File: src/rtl/merge_pkg.sv
// Shared types and width helpers for the head-merge slot scheduler.
package merge_pkg;

  localparam int REQ_NUM_DEF       = 4;
  localparam int HEAD_NUM_DEF      = 12;
  localparam int HEAD_PER_SLOT_DEF = 4;

  // clog2 clamped to at least 1 so a degenerate count still gets a real bus.
  function automatic int clog2_min1(input int value);
    int bits;
    bits = 0;
    while ((1 << bits) < value) bits++;
    return (bits < 1) ? 1 : bits;
  endfunction

  localparam int COUNT_MAX = HEAD_NUM_DEF / HEAD_PER_SLOT_DEF;
  localparam int TAG_WIDTH = clog2_min1(COUNT_MAX);
  localparam int SEL_WIDTH = clog2_min1(REQ_NUM_DEF);

  typedef enum logic {
    COLLECT = 1'b0,
    DONE    = 1'b1
  } merge_sched_state_t;

endpackage

File: src/rtl/merge_tag_match.sv
// Per-lane tag compare against the current slot, fixed priority (lane 0 highest).
module merge_tag_match
  import merge_pkg::*;
#(
  parameter int REQ_NUM   = 4,
  parameter int TAG_WIDTH = 2,
  parameter int SEL_WIDTH = 2
) (
  input  logic [REQ_NUM-1:0]           req_valid_n,
  input  logic [REQ_NUM*TAG_WIDTH-1:0] req_tag,
  input  logic [TAG_WIDTH-1:0]         slot_cnt,
  output logic                         hit,
  output logic [SEL_WIDTH-1:0]         win_idx
);

  // NOTE: every output gets a default before the loop so no latch is inferred.
  always_comb begin
    hit     = 1'b0;
    win_idx = '0;
    // Scan high to low so the lowest matching lane is the last write and wins.
    for (int i = REQ_NUM - 1; i >= 0; i--) begin
      if (!req_valid_n[i] && (req_tag[i*TAG_WIDTH +: TAG_WIDTH] == slot_cnt)) begin
        hit     = 1'b1;
        win_idx = SEL_WIDTH'(i);
      end
    end
  end

endmodule

File: src/rtl/merge_slot_sched.sv
// Grants producer slices in strict slot order and hands the merged matrix downstream.
// Optional sticky tag checker: define MERGE_SCHED_ERR_CHK_EN.
module merge_slot_sched
  import merge_pkg::*;
#(
  parameter int REQ_NUM       = 4,
  parameter int HEAD_NUM      = 12,
  parameter int HEAD_PER_SLOT = 4,
  parameter int TAG_WIDTH     = clog2_min1(HEAD_NUM / HEAD_PER_SLOT),
  parameter int SEL_WIDTH     = clog2_min1(REQ_NUM)
) (
  input  logic                         clk_p,
  input  logic                         rst_n,
  input  logic [REQ_NUM-1:0]           req_valid_n,
  input  logic [REQ_NUM*TAG_WIDTH-1:0] req_tag,
  output logic [REQ_NUM-1:0]           grant,
  output logic                         wr_en,
  output logic [SEL_WIDTH-1:0]         wr_sel,
  output logic [TAG_WIDTH-1:0]         wr_slot,
  output logic                         merge_valid_n,
  input  logic                         out_ready,
  output logic                         err
);

  // HEAD_NUM is expected to be an exact multiple of HEAD_PER_SLOT.
  localparam int SLOTS = HEAD_NUM / HEAD_PER_SLOT;

  merge_sched_state_t   state;
  logic [TAG_WIDTH-1:0] slot_cnt;
  logic                 hit;
  logic [SEL_WIDTH-1:0] win_idx;

  merge_tag_match #(
    .REQ_NUM  (REQ_NUM),
    .TAG_WIDTH(TAG_WIDTH),
    .SEL_WIDTH(SEL_WIDTH)
  ) u_match (
    .req_valid_n(req_valid_n),
    .req_tag    (req_tag),
    .slot_cnt   (slot_cnt),
    .hit        (hit),
    .win_idx    (win_idx)
  );

  // NOTE: sequential state uses non-blocking assignments so every register
  // samples the pre-edge values, independent of statement order.
  always_ff @(posedge clk_p or negedge rst_n) begin
    if (!rst_n) begin
      state         <= COLLECT;
      slot_cnt      <= '0;
      grant         <= '0;
      wr_en         <= 1'b0;
      wr_sel        <= '0;
      wr_slot       <= '0;
      merge_valid_n <= 1'b1;
    end else begin
      grant <= '0;
      wr_en <= 1'b0;
      case (state)
        COLLECT: begin
          if (hit) begin
            grant   <= REQ_NUM'(1) << win_idx;
            wr_en   <= 1'b1;
            wr_sel  <= win_idx;
            wr_slot <= slot_cnt;
            if (slot_cnt == TAG_WIDTH'(SLOTS - 1)) begin
              // Last slice: matrix is complete in the same cycle as its write.
              state         <= DONE;
              slot_cnt      <= '0;
              merge_valid_n <= 1'b0;
            end else begin
              slot_cnt <= slot_cnt + TAG_WIDTH'(1);
            end
          end
        end
        DONE: begin
          if (out_ready) begin
            state         <= COLLECT;
            merge_valid_n <= 1'b1;
          end
        end
        default: state <= COLLECT;
      endcase
    end
  end

`ifdef MERGE_SCHED_ERR_CHK_EN
  logic err_hit;

  // Flags tags that can never be granted or whose slot was already written.
  always_comb begin
    err_hit = 1'b0;
    for (int i = 0; i < REQ_NUM; i++) begin
      if (!req_valid_n[i]) begin
        if (int'(req_tag[i*TAG_WIDTH +: TAG_WIDTH]) >= SLOTS) err_hit = 1'b1;
        if ((state == COLLECT) && (req_tag[i*TAG_WIDTH +: TAG_WIDTH] < slot_cnt)) err_hit = 1'b1;
      end
    end
  end

  always_ff @(posedge clk_p or negedge rst_n) begin
    if (!rst_n) err <= 1'b0;
    else if (err_hit) err <= 1'b1;
  end
`else
  assign err = 1'b0;
`endif

endmodule

File: config.mk
export PLATFORM = sky130hd
export DESIGN_NAME = merge_slot_sched
export DESIGN_NICKNAME = d
export VERILOG_FILES = /design/src/rtl/merge_pkg.sv /design/src/rtl/merge_tag_match.sv /design/src/rtl/merge_slot_sched.sv
export SDC_FILE = /design/constraint.sdc
export NUM_CORES = 1
export LEC_CHECK = 0
export BUFFER_PORTS_ARGS = -buffer_cell sky130_fd_sc_hd__clkbuf_2
export CAP_MARGIN = 5
export CORE_MARGIN = 2
export CORE_UTILIZATION = 30
export CTS_BUF_LIST = sky130_fd_sc_hd__clkbuf_4
export CTS_CLUSTER_DIAMETER = 100
export DETAILED_ROUTE_END_ITERATION = 16
export SLEW_MARGIN = 15
export SYNTH_ARGS = -nofsm -noshare
export SYNTH_HDL_FRONTEND = slang
export SYNTH_SLANG_ARGS = --single-unit
File: constraint.sdc
create_clock -name clk_p -period 3.6 [get_ports clk_p]
set_input_delay 0 -clock clk_p [delete_from_list [all_inputs] [get_ports clk_p]]
set_output_delay 0 -clock clk_p [all_outputs]
set_load 0.01 [all_outputs]
==> metrics.txt <==
share of the cycle needed by the critical path after routing 55.0%; number of global-route vias before repair 525; initial DRC count 4; fin util 38.2%; global-route usage over all layers 11.2%; area of the core 2170 sq um; run status finished clean; maximum clock frequency 505 MHz; proportion of layout cells with a drive suffix above 1 43.4%; clock tree root driver cell clkbuf_4; Final Wtd Congestion 0.786; worst path required time 3.75 ns; Post-Route Setup TNS 0 ns; static leakage 0.425 nW; hpwl dp 980 um; leftover overflow at the end of global routing 0; syn nets 73; Die Area 2630 sq um; pin count of the biggest net entering global routing 14; PD cells 781 nW/um^2; synthesized flop and latch total 13; cts-stage hold buffer count 2; antenna violations before repair 0; Via density 4.49; std cell rows 17; RSZ-0062 raised after global routing false; fraction of post-synthesis cell area in the top cell type by area 44.9%; global-route wire length before repair 2.13 mm; total count of max-transition violations in the final report 0; number of unique standard cell types used by synthesis 22; area of all sequential standard cells 327 sq um; leading cell types by total area after synthesis dfrtp_1, xor2_1, mux2_2; count of synthesis-stage warnings from yosys 0; final-layout worst hold slack 0.0332 ns; number of hold violations in the final report 0; CTS tree yes; CP Launch Type flop; share of synthesized area occupied by flip-flops and latches 48.8%; Filler cells 230; worst min path class in2reg; I/O pins 26; minimum clock period 1.98 ns; TritonCTS Buffers 3; number of antenna-violating nets in the routed design 0; netlist area before placement 669 sq um; total clock sinks 13; total via count in the routed design 498; post-synthesis to final-layout area growth 23.9%; buffer count from post-CTS setup fixing 0; buffer levels on the longest clock path 2; count of buffers from port buffering 24; mean area per synthesized cell 11.5 sq um; count of final setup violators 0; Post-CTS Resized 0; clock skew 0.00456 ns; WL final 1.21 mm; htree depth 1; Yosys top cell by area dfrtp_1; post-synthesis instance total 58; sort of element at the end of the critical path flop; max-capacitance violation count 0; Wirelength per Cell 10.9 um; maximum fanout along the worst path 10; y dimension of the die 51.2 um; Multi-input gate area 283 sq um; Worst Path Class, Setup reg2reg; remaining routing DRC violations 0; Antenna Diode Count 0; Initial Utilization 30.9%; latest clock arrival within the worst-skew pair 0.26 ns; peak supply drop 205 uV; first-pass detailed-route iteration total 3; nets 99; Worst EP arrival 2.13 ns; CTS clk-pin slew, worst paths 0.08 ns; Die X-Extent 51.2 um
==> layout make-up <==
class	instances	share of cell area [%]
multi-input cells	36	34.1
well taps	28	4.22
inverters	4	1.81
clock buffers	4	3.62
repair buffers	26	16.9
flip-flops and latches	13	39.4
==> cell families after synthesis <==
kind of cell    Yosys count  share of synthesized area, %
simple gates             14                          12.0
flops                    13                          48.8
compound gates            9                          12.5
buf+inv                   9                          8.97
xor+xnor                  8                          10.5
mux                       4                          6.73
other cells               1                         0.560
==> metrics by stage <==
step / cells / power (mW) / area, sq um / setup WS, ns
after floorplan: 58 / 0.499 / 669 / 1.78
after global placement: 105 / 0.550 / 779 / 1.66
after detailed placement: 105 / 0.561 / 779 / 1.61
after CTS: 111 / 0.657 / 830 / 1.62
after global routing: 111 / 0.707 / 830 / 1.54
final: 111 / 0.648 / 830 / 1.62
==> metal layers <==
metal	wire length [um]	vias to the layer above	global-route usage (%)
met5	0	-	0
met4	0	0	3.95
met3	60	0	3.51
met2	680	12	20.1
met1	473	240	12.4
li1	-	246	-
==> path summary, 6_finish.rpt <==
kind / startpoint / endpoint / slack, ns / cells after the start
worst max-delay path: slot_cnt[1] / wr_slot[1] / 1.62 / 4
worst min-delay path: req_valid_n[0] / grant[0] / 0.03 / 3
worst max register to register: slot_cnt[1] / wr_slot[1] / 1.62 / 4
worst min register to register: merge_valid_n / merge_valid_n / 0.49 / 2
max in group asynchronous: rst_n / merge_valid_n / 3.16 / 2
min in group asynchronous: rst_n / wr_sel[0] / 0.15 / 2
==> cell usage in the layout, fill, tap and decap left out <==
master / Yosys / layout
clkbuf_2: 0 / 24
dfrtp_1: 12 / 12
xor2_1: 8 / 8
nor3_1: 4 / 4
inv_1: 4 / 4
mux2_2: 4 / 4
clkbuf_4: 0 / 4
nor2_1: 3 / 3
a21oi_1: 3 / 3
or3_1: 2 / 2
or3_4: 2 / 2
nand2_1: 2 / 2
dlygate4sd3_1: 0 / 2
a41oi_4: 1 / 1
a32o_1: 1 / 1
nor4_1: 1 / 1
o22a_1: 1 / 1
o2bb2a_1: 1 / 1
a22oi_1: 1 / 1
o21ai_0: 1 / 1
conb_1: 1 / 1
dfstp_2: 1 / 1
==> sequential cells by signal, summed over array words and instances (netlist names) <==
signal         flops
wr_en              1
wr_slot            2
merge_valid_n      1
grant              4
state              1
slot_cnt           2
wr_sel             2
==> worst max-delay path, cell delays in order (launching register included) <==
cell	delay, ns
dfrtp_1	0.52
xor2_1	0.22
or3_4	0.42
a41oi_4	0.34
mux2_2	0.37
==> cell usage after synthesis <==
cell	instances
buf_4	1
xor2_1	8
or3_1	2
o22a_1	1
dfrtp_1	12
a21oi_1	3
or3_4	2
a22oi_1	1
a41oi_4	1
nand2_1	2
dfstp_2	1
o2bb2a_1	1
buf_6	3
nor3_1	4
mux2_2	4
clkbuf_1	1
o21ai_0	1
inv_1	4
conb_1	1
a32o_1	1
nor2_1	3
nor4_1	1
==> power breakdown <==
part / switching [mW] / total, mW / internal (mW)
sequential: 0.0577 / 0.267 / 0.210
clock: 0.0444 / 0.0947 / 0.0503
combinational: 0.136 / 0.286 / 0.150
total: 0.238 / 0.648 / 0.410
(Power assumes the default switching activity.)
